## src/rtl/mem_lsu.sv

```systemverilog
// Load/store unit for the MEM stage: stalls the pipeline across one data-bus access per memory op.
// Optional build macro LSU_MISALIGN_TRAP_EN flags misaligned half/word accesses instead of issuing them.
module mem_lsu (
    input  logic        clk,
    input  logic        rst,
    input  logic [4:0]  mem_waddr,
    input  logic        mem_we,
    input  logic [31:0] mem_wdata,
    input  logic [31:0] mem_mem_addr,
    input  logic [7:0]  mem_mem_aluop,
    input  logic [31:0] mem_rt_data,
    output logic [4:0]  out_waddr,
    output logic        out_we,
    output logic [31:0] out_wdata,
    output logic        stallreq_mem,
    output logic        dbus_req,
    output logic        dbus_we,
    output logic [31:0] dbus_addr,
    output logic [3:0]  dbus_sel,
    output logic [31:0] dbus_wdata,
    input  logic [31:0] dbus_rdata,
    input  logic        dbus_ack,
    output logic        misalign_exc
);
    // state | meaning
    // IDLE  | no access in flight; non-memory ops pass straight through
    // WAIT  | request issued, waiting for dbus_ack
    // DONE  | access finished, writeback presented for one cycle, stall released

    localparam logic [7:0] EXE_LB_OP  = 8'b1110_0000;
    localparam logic [7:0] EXE_LH_OP  = 8'b1110_0001;
    localparam logic [7:0] EXE_LW_OP  = 8'b1110_0011;
    localparam logic [7:0] EXE_LBU_OP = 8'b1110_0100;
    localparam logic [7:0] EXE_LHU_OP = 8'b1110_0101;
    localparam logic [7:0] EXE_SB_OP  = 8'b1110_1000;
    localparam logic [7:0] EXE_SH_OP  = 8'b1110_1001;
    localparam logic [7:0] EXE_SW_OP  = 8'b1110_1011;

    typedef enum logic [1:0] {IDLE, WAIT, DONE} state_t;

    state_t      state_q, state_d, state_cur;
    logic        is_load, is_store, is_byte, is_half, is_word, is_unsigned;
    logic        mem_op, misalign, mem_go, busy;
    logic [31:0] rdata_q, load_ext;
    logic [7:0]  load_byte;
    logic [15:0] load_half;

    always_comb begin
        is_load     = 1'b0;
        is_store    = 1'b0;
        is_byte     = 1'b0;
        is_half     = 1'b0;
        is_word     = 1'b0;
        is_unsigned = 1'b0;
        case (mem_mem_aluop)
            EXE_LB_OP:  begin is_load = 1'b1;  is_byte = 1'b1; end
            EXE_LBU_OP: begin is_load = 1'b1;  is_byte = 1'b1; is_unsigned = 1'b1; end
            EXE_LH_OP:  begin is_load = 1'b1;  is_half = 1'b1; end
            EXE_LHU_OP: begin is_load = 1'b1;  is_half = 1'b1; is_unsigned = 1'b1; end
            EXE_LW_OP:  begin is_load = 1'b1;  is_word = 1'b1; end
            EXE_SB_OP:  begin is_store = 1'b1; is_byte = 1'b1; end
            EXE_SH_OP:  begin is_store = 1'b1; is_half = 1'b1; end
            EXE_SW_OP:  begin is_store = 1'b1; is_word = 1'b1; end
            default: ;
        endcase
    end

    assign mem_op = is_load | is_store;

`ifdef LSU_MISALIGN_TRAP_EN
    assign misalign = mem_op & ((is_half & mem_mem_addr[0]) | (is_word & (|mem_mem_addr[1:0])));
`else
    assign misalign = 1'b0;
`endif

    assign misalign_exc = misalign & ~rst;
    assign mem_go       = mem_op & ~misalign;

    // Reset forces the IDLE view combinationally so a late ack cannot leak through.
    assign state_cur = rst ? IDLE : state_q;
    assign busy      = ((state_cur == IDLE) & mem_go) | (state_cur == WAIT);

    always_comb begin
        state_d = state_cur;
        case (state_cur)
            IDLE:    if (mem_go) state_d = dbus_ack ? DONE : WAIT;
            WAIT:    if (dbus_ack) state_d = DONE;
            DONE:    state_d = IDLE;
            default: state_d = IDLE;
        endcase
    end

    always_comb begin
        case (mem_mem_addr[1:0])
            2'd0:    load_byte = dbus_rdata[7:0];
            2'd1:    load_byte = dbus_rdata[15:8];
            2'd2:    load_byte = dbus_rdata[23:16];
            default: load_byte = dbus_rdata[31:24];
        endcase
        load_half = mem_mem_addr[1] ? dbus_rdata[31:16] : dbus_rdata[15:0];
        load_ext  = dbus_rdata;
        if (is_byte)
            load_ext = is_unsigned ? {24'h0, load_byte} : {{24{load_byte[7]}}, load_byte};
        else if (is_half)
            load_ext = is_unsigned ? {16'h0, load_half} : {{16{load_half[15]}}, load_half};
    end

    always_ff @(posedge clk) begin
        if (rst) begin
            state_q <= IDLE;
            rdata_q <= 32'h0;
        end else begin
            state_q <= state_d;
            if (busy && dbus_ack && is_load)
                rdata_q <= load_ext;
        end
    end

    always_comb begin
        dbus_req   = busy;
        dbus_we    = is_store;
        dbus_addr  = {mem_mem_addr[31:2], 2'b00};
        dbus_sel   = 4'b0000;
        dbus_wdata = mem_rt_data;
        if (is_byte) begin
            dbus_sel   = 4'b0001 << mem_mem_addr[1:0];
            dbus_wdata = {4{mem_rt_data[7:0]}};
        end else if (is_half) begin
            dbus_sel   = mem_mem_addr[1] ? 4'b1100 : 4'b0011;
            dbus_wdata = {2{mem_rt_data[15:0]}};
        end else if (is_word) begin
            dbus_sel   = 4'b1111;
        end
    end

    always_comb begin
        stallreq_mem = busy;
        out_waddr    = mem_waddr;
        out_we       = mem_we & ~busy & ~misalign;
        out_wdata    = mem_wdata;
        if (state_cur == DONE && is_load)
            out_wdata = rdata_q;
    end

endmodule

```

## config.mk

```make
export PLATFORM = sky130hd
export DESIGN_NAME = mem_lsu
export DESIGN_NICKNAME = d
export VERILOG_FILES = /design/src/rtl/mem_lsu.sv
export SDC_FILE = /design/constraint.sdc
export NUM_CORES = 1
export LEC_CHECK = 0
export ABC_AREA = 1
export CORE_MARGIN = 4
export CORE_UTILIZATION = 36
export CTS_CLUSTER_DIAMETER = 200
export DETAILED_ROUTE_END_ITERATION = 10
export GPL_ROUTABILITY_DRIVEN = 0
export PLACE_DENSITY_LB_ADDON = 0.05
export SYNTH_ARGS = -nofsm -noshare
export SYNTH_HDL_FRONTEND = slang
export SYNTH_SLANG_ARGS = --single-unit
```

## constraint.sdc

```tcl
create_clock -name clk -period 1.83 [get_ports clk]
set_input_delay 0.366 -clock clk [delete_from_list [all_inputs] [get_ports clk]]
set_output_delay 0.366 -clock clk [all_outputs]
set_load 0.01 [all_outputs]
```

Word level (Yosys, flattened, before mapping)
Cells that the tools add are included.
Word-level totals
  logic and storage cells: 55
  output and inout bits: 110
  input bits: 145
  bits in registers: 34
Cells by class
  reduce and logical (&&, ||, !) cells: 11
  eq/ne operators: 12
  mux-type cells: 24
  bitwise logic cells: 5
  shift-type cells: 1
Operators by type and width (number)
  $mux 32: 7
  $eq 8x8->1 const B: 8
  $pmux 8 s3: 1
  $mux 16: 1
  $mux 4: 4
  $reduce_or 3->1: 3
  $mux 2: 4
  $mux 1: 6
  $reduce_or 5->1: 1
  $eq 2x1->1 const B: 2
  $eq 2x2->1 const B: 2
  $logic_not 2->1: 2
  $pmux 2 s2: 1
  $reduce_or 2->1: 2
  $shl 1x2->4 const A: 1
  $logic_and 1x1->1: 3
  $and 1x1->1: 2
  $or 1x1->1: 2
  $not 1->1: 1

Longest topological paths before layout
Gate-level depths: netlist (run 1).
  depth in word-level cells: 8
  mapped depth: 11
  gate-level depth less buffers: 10

Worst setup path after synthesis (run 1)
Ideal clock, no wire load.
  path type: input to output
  start point: input mem_mem_aluop[6]
  end point: output stallreq_mem
  buffers on the path: 2
  slack: 18 ps
  cell stages on the path: 6
  arrival: 1446 ps
  data required time: 1464 ps
  cell sequence: nand2_1 -> nor2_4 -> buf_2 -> nand3_1 -> a31oi_1 -> buf_4
On the way
  cells in the longest elaborated chain, start to end: 6
  elaborated cells on any way between the ends: 15
  classes of those cells: eq/ne (8); mux (2); bitwise (3); reduce/logical (2)
RTL lines
  start: declaration: RTL line 10  | input logic [7:0] mem_mem_aluop,
  $eq 8x8->1: RTL line 55  | case (mem_mem_aluop)
  $reduce_or 5->1 (no line) or $reduce_or 3->1 (tied branches)
  $mux 1: RTL line 55
  $or 1x1->1 (*): RTL line 68  | assign mem_op = is_load | is_store;
  $and 1x1->1 (*): RTL line 81  | assign busy = ((state_cur == IDLE) & mem_go) | (state_cur == WAIT);
  $or 1x1->1 (*): RTL line 81
  end: declaration: RTL line 15  | output logic stallreq_mem,
Every way passes the cells marked *; elsewhere a longest branch is shown, timed or not.

Worst setup path after layout (run 1)
  start point: input mem_mem_aluop[6]
  end point: output dbus_wdata[31]
On the way
  cells in the longest elaborated chain, start to end: 5
  elaborated cells on any way between the ends: 12
  classes of those cells: eq/ne (6); mux (4); reduce/logical (2)
RTL lines
  $eq 8x8->1: RTL line 55
  $reduce_or 3->1 (no line)
  $mux 1: RTL line 55
  $mux 32: RTL line 128  | end else if (is_half) begin
  $mux 32 (*): RTL line 125  | if (is_byte) begin
  end: declaration: RTL line 20  | output logic [31:0] dbus_wdata,
Marked as above.

==> results of run 1 <==
==> state kept, by name, indices dropped and copies added, names as in the netlist <==
name / flops
rdata_q: 32
state_q: 2
==> cell usage after synthesis, drive strengths merged <==
cell	number	area (µm²)
and2	1	6.260
dfxtp	34	680.7
buf	70	494.2
o21ai	92	460.4
nand3	40	205.2
a31oi	1	6.260
or2	8	50.05
a21oi	38	227.7
conb	1	3.750
clkbuf	10	37.54
nand4	2	27.53
nor3	1	5.000
inv	83	311.5
nor2	46	210.2
a21boi	8	60.06
nand2	214	820.8
nand3b	1	7.510
==> critical path, cell delays in order <==
cell and delay [ns]:
buf_6 0.07, nand2_4 0.05, buf_6 0.11, nor2_4 0.20, nand2_4 0.12, buf_12 0.14
clkinvlp_4 0.12, buf_4 0.13, nor2_1 0.04, o21ai_1 0.12, buf_2 0.14
==> power by group through the flow <==
stage,clock network (mW),registers (mW),logic [mW]
floorplan,0,0.765,0.378
global placement,0,0.766,0.789
detailed placement,0,0.766,0.795
CTS,0.620,0.749,0.779
global route,0.644,0.749,0.890
finish,0.606,0.749,0.819
==> metal layers <==
metal  GRT usage, %  vias to the layer above  wire length [µm]  share of wire [%]
li1               -                     2367                 -                  -
met1          26.68                     2172              5685                 39
met2          45.12                      188              7566                 51
met3          6.149                       24              1230                8.3
met4          6.132                        0               267                1.8
met5              0                        -                 0                  0
==> metrics by stage <==
step	util [%]	TNS (ns)	cell area, µm²	worst slack [ns]
CTS	60.18	-4.501	5882	-0.1655
finish	62.78	-4.440	6136	-0.1652
global placement	55.85	-60.09	5459	-0.7713
floorplan	-	0	3622	0.01834
detailed placement	55.85	-61.85	5459	-0.8570
global route	62.78	-8.432	6136	-0.2381
==> logic make-up after synthesis <==
group	share of synthesized area (%)
other cells	0.1037
simple gates	36.86
compound gates	20.87
buf+inv	23.33
flops	18.83
==> cell type report <==
class	count	area [µm²]
Tap cell	133	166.4
Multi-Input combinational cell	455	2395
Clock inverter	2	12.51
Timing Repair Buffer	263	2479
Sequential cell	34	681.9
Inverter	83	319.1
Fill cell	950	3638
Clock buffer	6	82.58
==> how the worst max path moves through the flow <==
stage | endpoint | slack, ns | cells past startpoint
after CTS | out_wdata[31] | -0.17 | 11
after detailed placement | out_wdata[16] | -0.86 | 9
after global routing | dbus_wdata[29] | -0.24 | 11
after floorplan | stallreq_mem | 0.02 | 6
after global placement | out_wdata[8] | -0.77 | 9
final | dbus_wdata[31] | -0.17 | 11
==> timing repair <==
item | in CTS | in global routing
setup endpoints to repair | 90 | 83
gates cloned | 6 | 1
endpoints found under the hold margin | 0 | 0
pin swaps | 27 | 29
buffers inserted | 26 | 10
resized for setup | 369 | 82
==> run summary, run 1 <==
In this run the worst setup path begins at mem_mem_aluop[6]. The number of remaining DRC errors was 0; the violation count after the first detailed-route iteration was 243. The initial antenna violation count came out at 0.

The largest fanout on the critical path is 6, and the total wirelength of the detailed-routed design is 14750 µm. In this run the power density over the cells is 354.3 mW/mm². The beginning of the worst hold path was rdata_q[31].

Synthesis instantiated 28 different standard cells from the library. The clock power share is 27.9%. The fraction of the cycle the final worst path needs came out at 109.0%. The first-pass iteration count of the detailed router was 5. Port buffering added 181 buffers.

The tools report the reg-to-reg endpoint as rdata_q[10]. The fraction of layout cells with a size suffix above 1 was 32.03%; the die span in x was 108.2 µm. For this design the static power due to leakage is 3.083 nW. For the worst endpoint data arrival time, the log shows 1.63 ns.

The first global-routing pass estimated 22580 µm of wire. Leaving out fill and tap cells, the most frequent cell in the layout is nand2_1. During I/O placement, the number of pins put on the boundary was 255.

After layout, the design draws a total of 2.174 mW. The logs give 0.008044 ns for the worst clock skew on the final layout and -0.1652 ns for the worst setup margin. CTS root buffer: clkbuf_8. After floorplanning, the core was divided into 36 placement rows.

The logs give 0.003615 mm² for the cell area after technology mapping and 0.46 ns for the setup slack on the worst flop-to-flop path. The critical path in this run is classified as in -> out. The worst hold path belongs to the class reg -> reg. Per report_power, the combinational group accounts for 37.7% of the total. Number of hold buffers added after cts: 0. The tools report the startpoint of the worst register-to-register path as state_q[1]. Timing would allow up to 501.2 MHz. The number of H-tree branching levels is 2. Sequential elements use 18.83% of the synthesized area. The run gives 4786 as the number of global-route vias before repair. The tools report the number of buffers on the longest clock path as 2. Average wire per standard cell: 15.11 µm.

After clock tree synthesis, the clock-pin slew on the worst setup and hold paths is 0.08 ns. The run gives 1.494 mW as the internal cell power. The analysis attributes to net switching a power of 680.0 µW. In the layout the commonest cells are nand2_1, clkdlybuf4s50_1, inv_1.

The post-synthesis to final-layout area growth was 69.75%; the number of nets in the layout was 987. Once placement completed, the tool counted placed cells totaling 928. In this run the remaining antenna-violating nets after routing total 0.

The number of cells on the worst reg-to-reg path was 8; the detailed placer's ending HPWL was 10460 µm. Number of buffers created by CTS: 5. The checks that failed: negative setup slack. The post-synthesis register bit count came out at 34.

For the initial standard-cell utilization of the core, the log shows 36.98%. The destination of the worst hold path is rdata_q[31]. The tools report the startpoint class of the critical path as an input port. Global routing finished with a remaining overflow of 0.

The die is 108.2 µm tall. The tool flagged a number of max-cap violations equal to 0. In this run switching power makes up 31.28% of total power. Entering global routing, the biggest net connects 39 pins. VDD sags by at most 0.0002416 V.

The portion of total power attributed to sequential cells is 34.4%. Total track usage: 23.98%. The region available for standard cell placement spans 0.009774 mm².

The flow ran to the end, but the final reports show violations. The hold violation total from the final report was 0. The routed layout has 4751 vias. TritonCTS built the clock tree. The tools report the critical path capture point type as an output port.

The number of vias per cell after detailed routing was 4.868. Yosys printed 0 warnings. The tools report the required time at the endpoint of the critical path as 1.46 ns.

Setup repair after global routing could not meet its margin everywhere. The average cell area after synthesis was 5.561 µm²; the final instance count without filler cells was 976. The insertion delay to the later sink of the worst-skew pair was 0.29 ns. The worst path needs 1.995 ns of the cycle, external delays included. Synthesis produced a netlist whose cell count is 650. The worst hold path was traced through 2 stages. For the max-slew violation total from the final report, the log shows 0. Counting every sink on the clock net gives 34. Final hold analysis gives a worst-case slack of 0.5445 ns. The final-report setup violation count is 55.

The total inserted antenna cells came out at 0. The die covers 0.01171 mm².
Note: power is estimated with default switching activity, not from simulation.
==> run 2: changes to the inputs <==
--- a/config.mk
+++ b/config.mk
@@ -15,3 +15,4 @@
 export SYNTH_ARGS = -nofsm -noshare
 export SYNTH_HDL_FRONTEND = slang
 export SYNTH_SLANG_ARGS = --single-unit
+export TNS_END_PERCENT = 100
==> results of run 2 <==
No change in the layout: final DEF, timing and power equal those of run 1.
==> run 3: changes to the inputs <==
--- a/config.mk
+++ b/config.mk
@@ -6,6 +6,7 @@
 export NUM_CORES = 1
 export LEC_CHECK = 0
 export ABC_AREA = 1
+export CORE_ASPECT_RATIO = 1.1
 export CORE_MARGIN = 4
 export CORE_UTILIZATION = 36
 export CTS_CLUSTER_DIAMETER = 200
==> run 3 against run 2 <==
The flow still finishes with violations (negative setup slack). Sequential power about the same. Final cell count fell by 0.72%. Setup slack lost 0.037 ns. Die area is essentially flat. Clock skew is 0.0035 ns lower. Non-clock buffer count rose by 6. Final area increased by 0.98%. Register-to-register slack got worse by 0.02 ns. Core utilization up 0.18 points. Critical path type is now reg -> out. Critical endpoint is now out_wdata[8].
==> run summary, run 3 (synthesized netlist as in run 1, its figures left out) <==
The number of buffers created by CTS was 5; the remaining global-route overflow was 0. The number of rows in the core area came out at 38. Buffers placed on the I/O ports in this run total 181.

The largest vdd supply drop is 0.0002567 V. The first detailed-routing pass ran for 5 iterations. Across every metal layer, demand over resource in global routing totals 24.63%. Entering global routing, the biggest net connects 38 pins. The register with the most flip-flops in the layout has 32 of them. The reg-to-reg endpoint was rdata_q[2].

In the final routed layout, each cell accounts on average for 15.41 µm. In this run the horizontal extent of the chip is 103.5 µm. The layout has 931 filler cells.

The largest registers in the layout are rdata_q x32, state_q x2. The worst setup path is launched from a register. Counting along the longest clock path gives a buffer depth of 2.

The fraction of the cycle the final worst path needs is 111.0%. Across the run, the number of max-cap violations was 0. For this block, the initial DRC count from the detailed router was 182. Global routing used 44.90% of the available met2 tracks. The number of nets with antenna violations after routing is 0. The tools report the global routing met3 resource utilization as 6.845%. Global routing consumed, on the met1 layer, 27.37% of the routing resources.

In this run the power density over the cells is 364.6 mW/mm². The insertion delay to the later sink of the worst-skew pair is 0.29 ns. The final reports fail on negative setup slack. The clock period minus final worst setup slack is 2.032 ns. The run gives -0.2022 ns as the worst setup margin. Top register by number of flip-flops: rdata_q.

The run gives 0.01171 mm² as the total die area. The run gives 36.73% as the initial standard-cell utilization of the core. The first element of the critical path was state_q[1]. The run gives 0 as the max-slew violation total from the final report. Setup violations remaining at the end of the flow were counted as 46. The H-tree generated during clock tree synthesis spans 2 levels. Summing all multi-input logic gate instances after layout gives 0.002456 mm².

Clock-pin slew was measured on the worst setup and hold paths at 0.07 ns. The power consumption came out at 2.259 mW. Among all stages on the critical path, the largest delay is contributed by dfxtp_2. From synthesis to final layout, the design area changed by 71.41%. The class of the tightest hold or removal check was reg -> reg. The footprint of the flip-flops and latches is 681.9 µm². For this block, the via count after detailed routing is 4806. The run gives 993 as the number of nets in the layout. The run finished, with violations left. Delay contributed by the slowest stage of the critical path: 0.32 ns.

The critical path ends at out_wdata[8]. The number of global-route vias before repair is 4829, and the worst endpoint data arrival time is 1.67 ns. The final instance count without filler cells was 969.

The number of cells on the worst reg-to-reg path is 7. The detailed placer's ending HPWL is 10070 µm, and the worst clock skew on the final layout is 0.004575 ns. The clock sink count was 34; the first-pass GRT wire length was 23670 µm. The root buffer cell chosen for the clock tree is clkbuf_8.

Once placement finished, the instance area stood at 0.005440 mm². Largest fanout on the critical path: 8. The number of antenna diodes in the final layout is 0. The worst setup path is of the reg -> out kind. TritonCTS built the clock tree. For the hold violation total from the final report, the log shows 0. The run gives 1.46 ns as the required time at the endpoint of the critical path. Setup repair after global routing could not meet its margin everywhere.

In the final layout, the share of cells above drive strength 1 is 34.28%. Summed over all layers, the routed wires come to 14930 µm. The cell occurring most often along the worst timing path is buf_12. The number of primary I/O pins was 255. The tools report the critical path capture point type as an output port. In the layout the commonest cells are nand2_1, clkdlybuf4s50_1, inv_1. After routing the design area is 0.006196 mm². The tools report the leakage power figure as 3.154 nW. The run gives 492.1 MHz as the fmax. The startpoint of the worst register-to-register path was state_q[1]. The run gives 0.009842 mm² as the area inside the core boundary. The height of the die was 113.1 µm. The run gives -0.8415 ns as the placement-stage worst setup slack. Number of vias per cell after detailed routing: 4.960. In the routed design, unresolved DRC markers number 0.

The number of placed cells counting well taps is 918. Walking the worst path, the cells encountered are inv_2, nor2_4, nand4_4, buf_12, buf_12, buf_16, buf_12, nand2_2, o21ai_1, buf_2. Leaving out fill and tap cells, the most frequent cell in the layout is nand2_1.

The logs give 0.44 ns for the setup slack on the worst flop-to-flop path and 0 for the initial antenna violation count. Across all hold checks on the routed design, the worst slack comes to 0.5397 ns. After global routing, the most crowded layer is met2.
-- run 3: power by group --
group	internal, mW	switching, mW	total (mW)
logic	0.436	0.375	0.811
clock network	0.408	0.291	0.699
registers	0.746	0.00287	0.749
total	1.59	0.669	2.26
-- run 3: area by class of cell --
class / count / share of cell area [%]
clock buffers: 7 / 1.232
clock inverters: 1 / 0.4847
inverters: 83 / 5.069
multi-input cells: 455 / 39.64
flip-flops and latches: 34 / 11.01
well taps: 120 / 2.423
repair buffers: 269 / 40.15
-- run 3: per-stage QoR --
stage	utilization, %	TNS (ns)
after floorplan	-	0
after global placement	55.28	-57.92
after detailed placement	55.28	-59.69
after CTS	61.07	-6.026
after global routing	62.95	-7.633
final	62.95	-4.320
-- run 3: what timing repair did --
action	in CTS	in global routing
buffers inserted	30	11
gates cloned	7	0
pin swaps	23	30
setup endpoints to repair	91	69
resized for setup	437	57
hold buffers	0	0
-- run 3: critical path: cells and delay by family, from the launching register on --
kind | cells | cell delay [ns]
buffers and inverters | 6 | 0.72
flip-flops | 1 | 0.32
AND/OR/NAND/NOR | 3 | 0.29
AO/OA/AOI/OAI | 1 | 0.05
-- run 3: how the worst min path moves through the flow --
stage,startpoint,endpoint,slack [ns],depth (start not counted)
2_1_floorplan,dbus_ack,state_q[0],0.44,1
3_5_place_dp,rdata_q[20],rdata_q[20],0.53,2
6_report,rdata_q[20],rdata_q[20],0.54,2
3_3_place_gp,rdata_q[5],rdata_q[5],0.53,2
5_1_grt,rdata_q[0],rdata_q[0],0.57,2
4_1_cts,rdata_q[22],rdata_q[22],0.54,2
-- run 3: layer usage --
layer	vias up	wire length, µm
li1	2387	-
met5	-	0
met3	32	1284
met1	2177	5665
met4	0	456
met2	210	7527
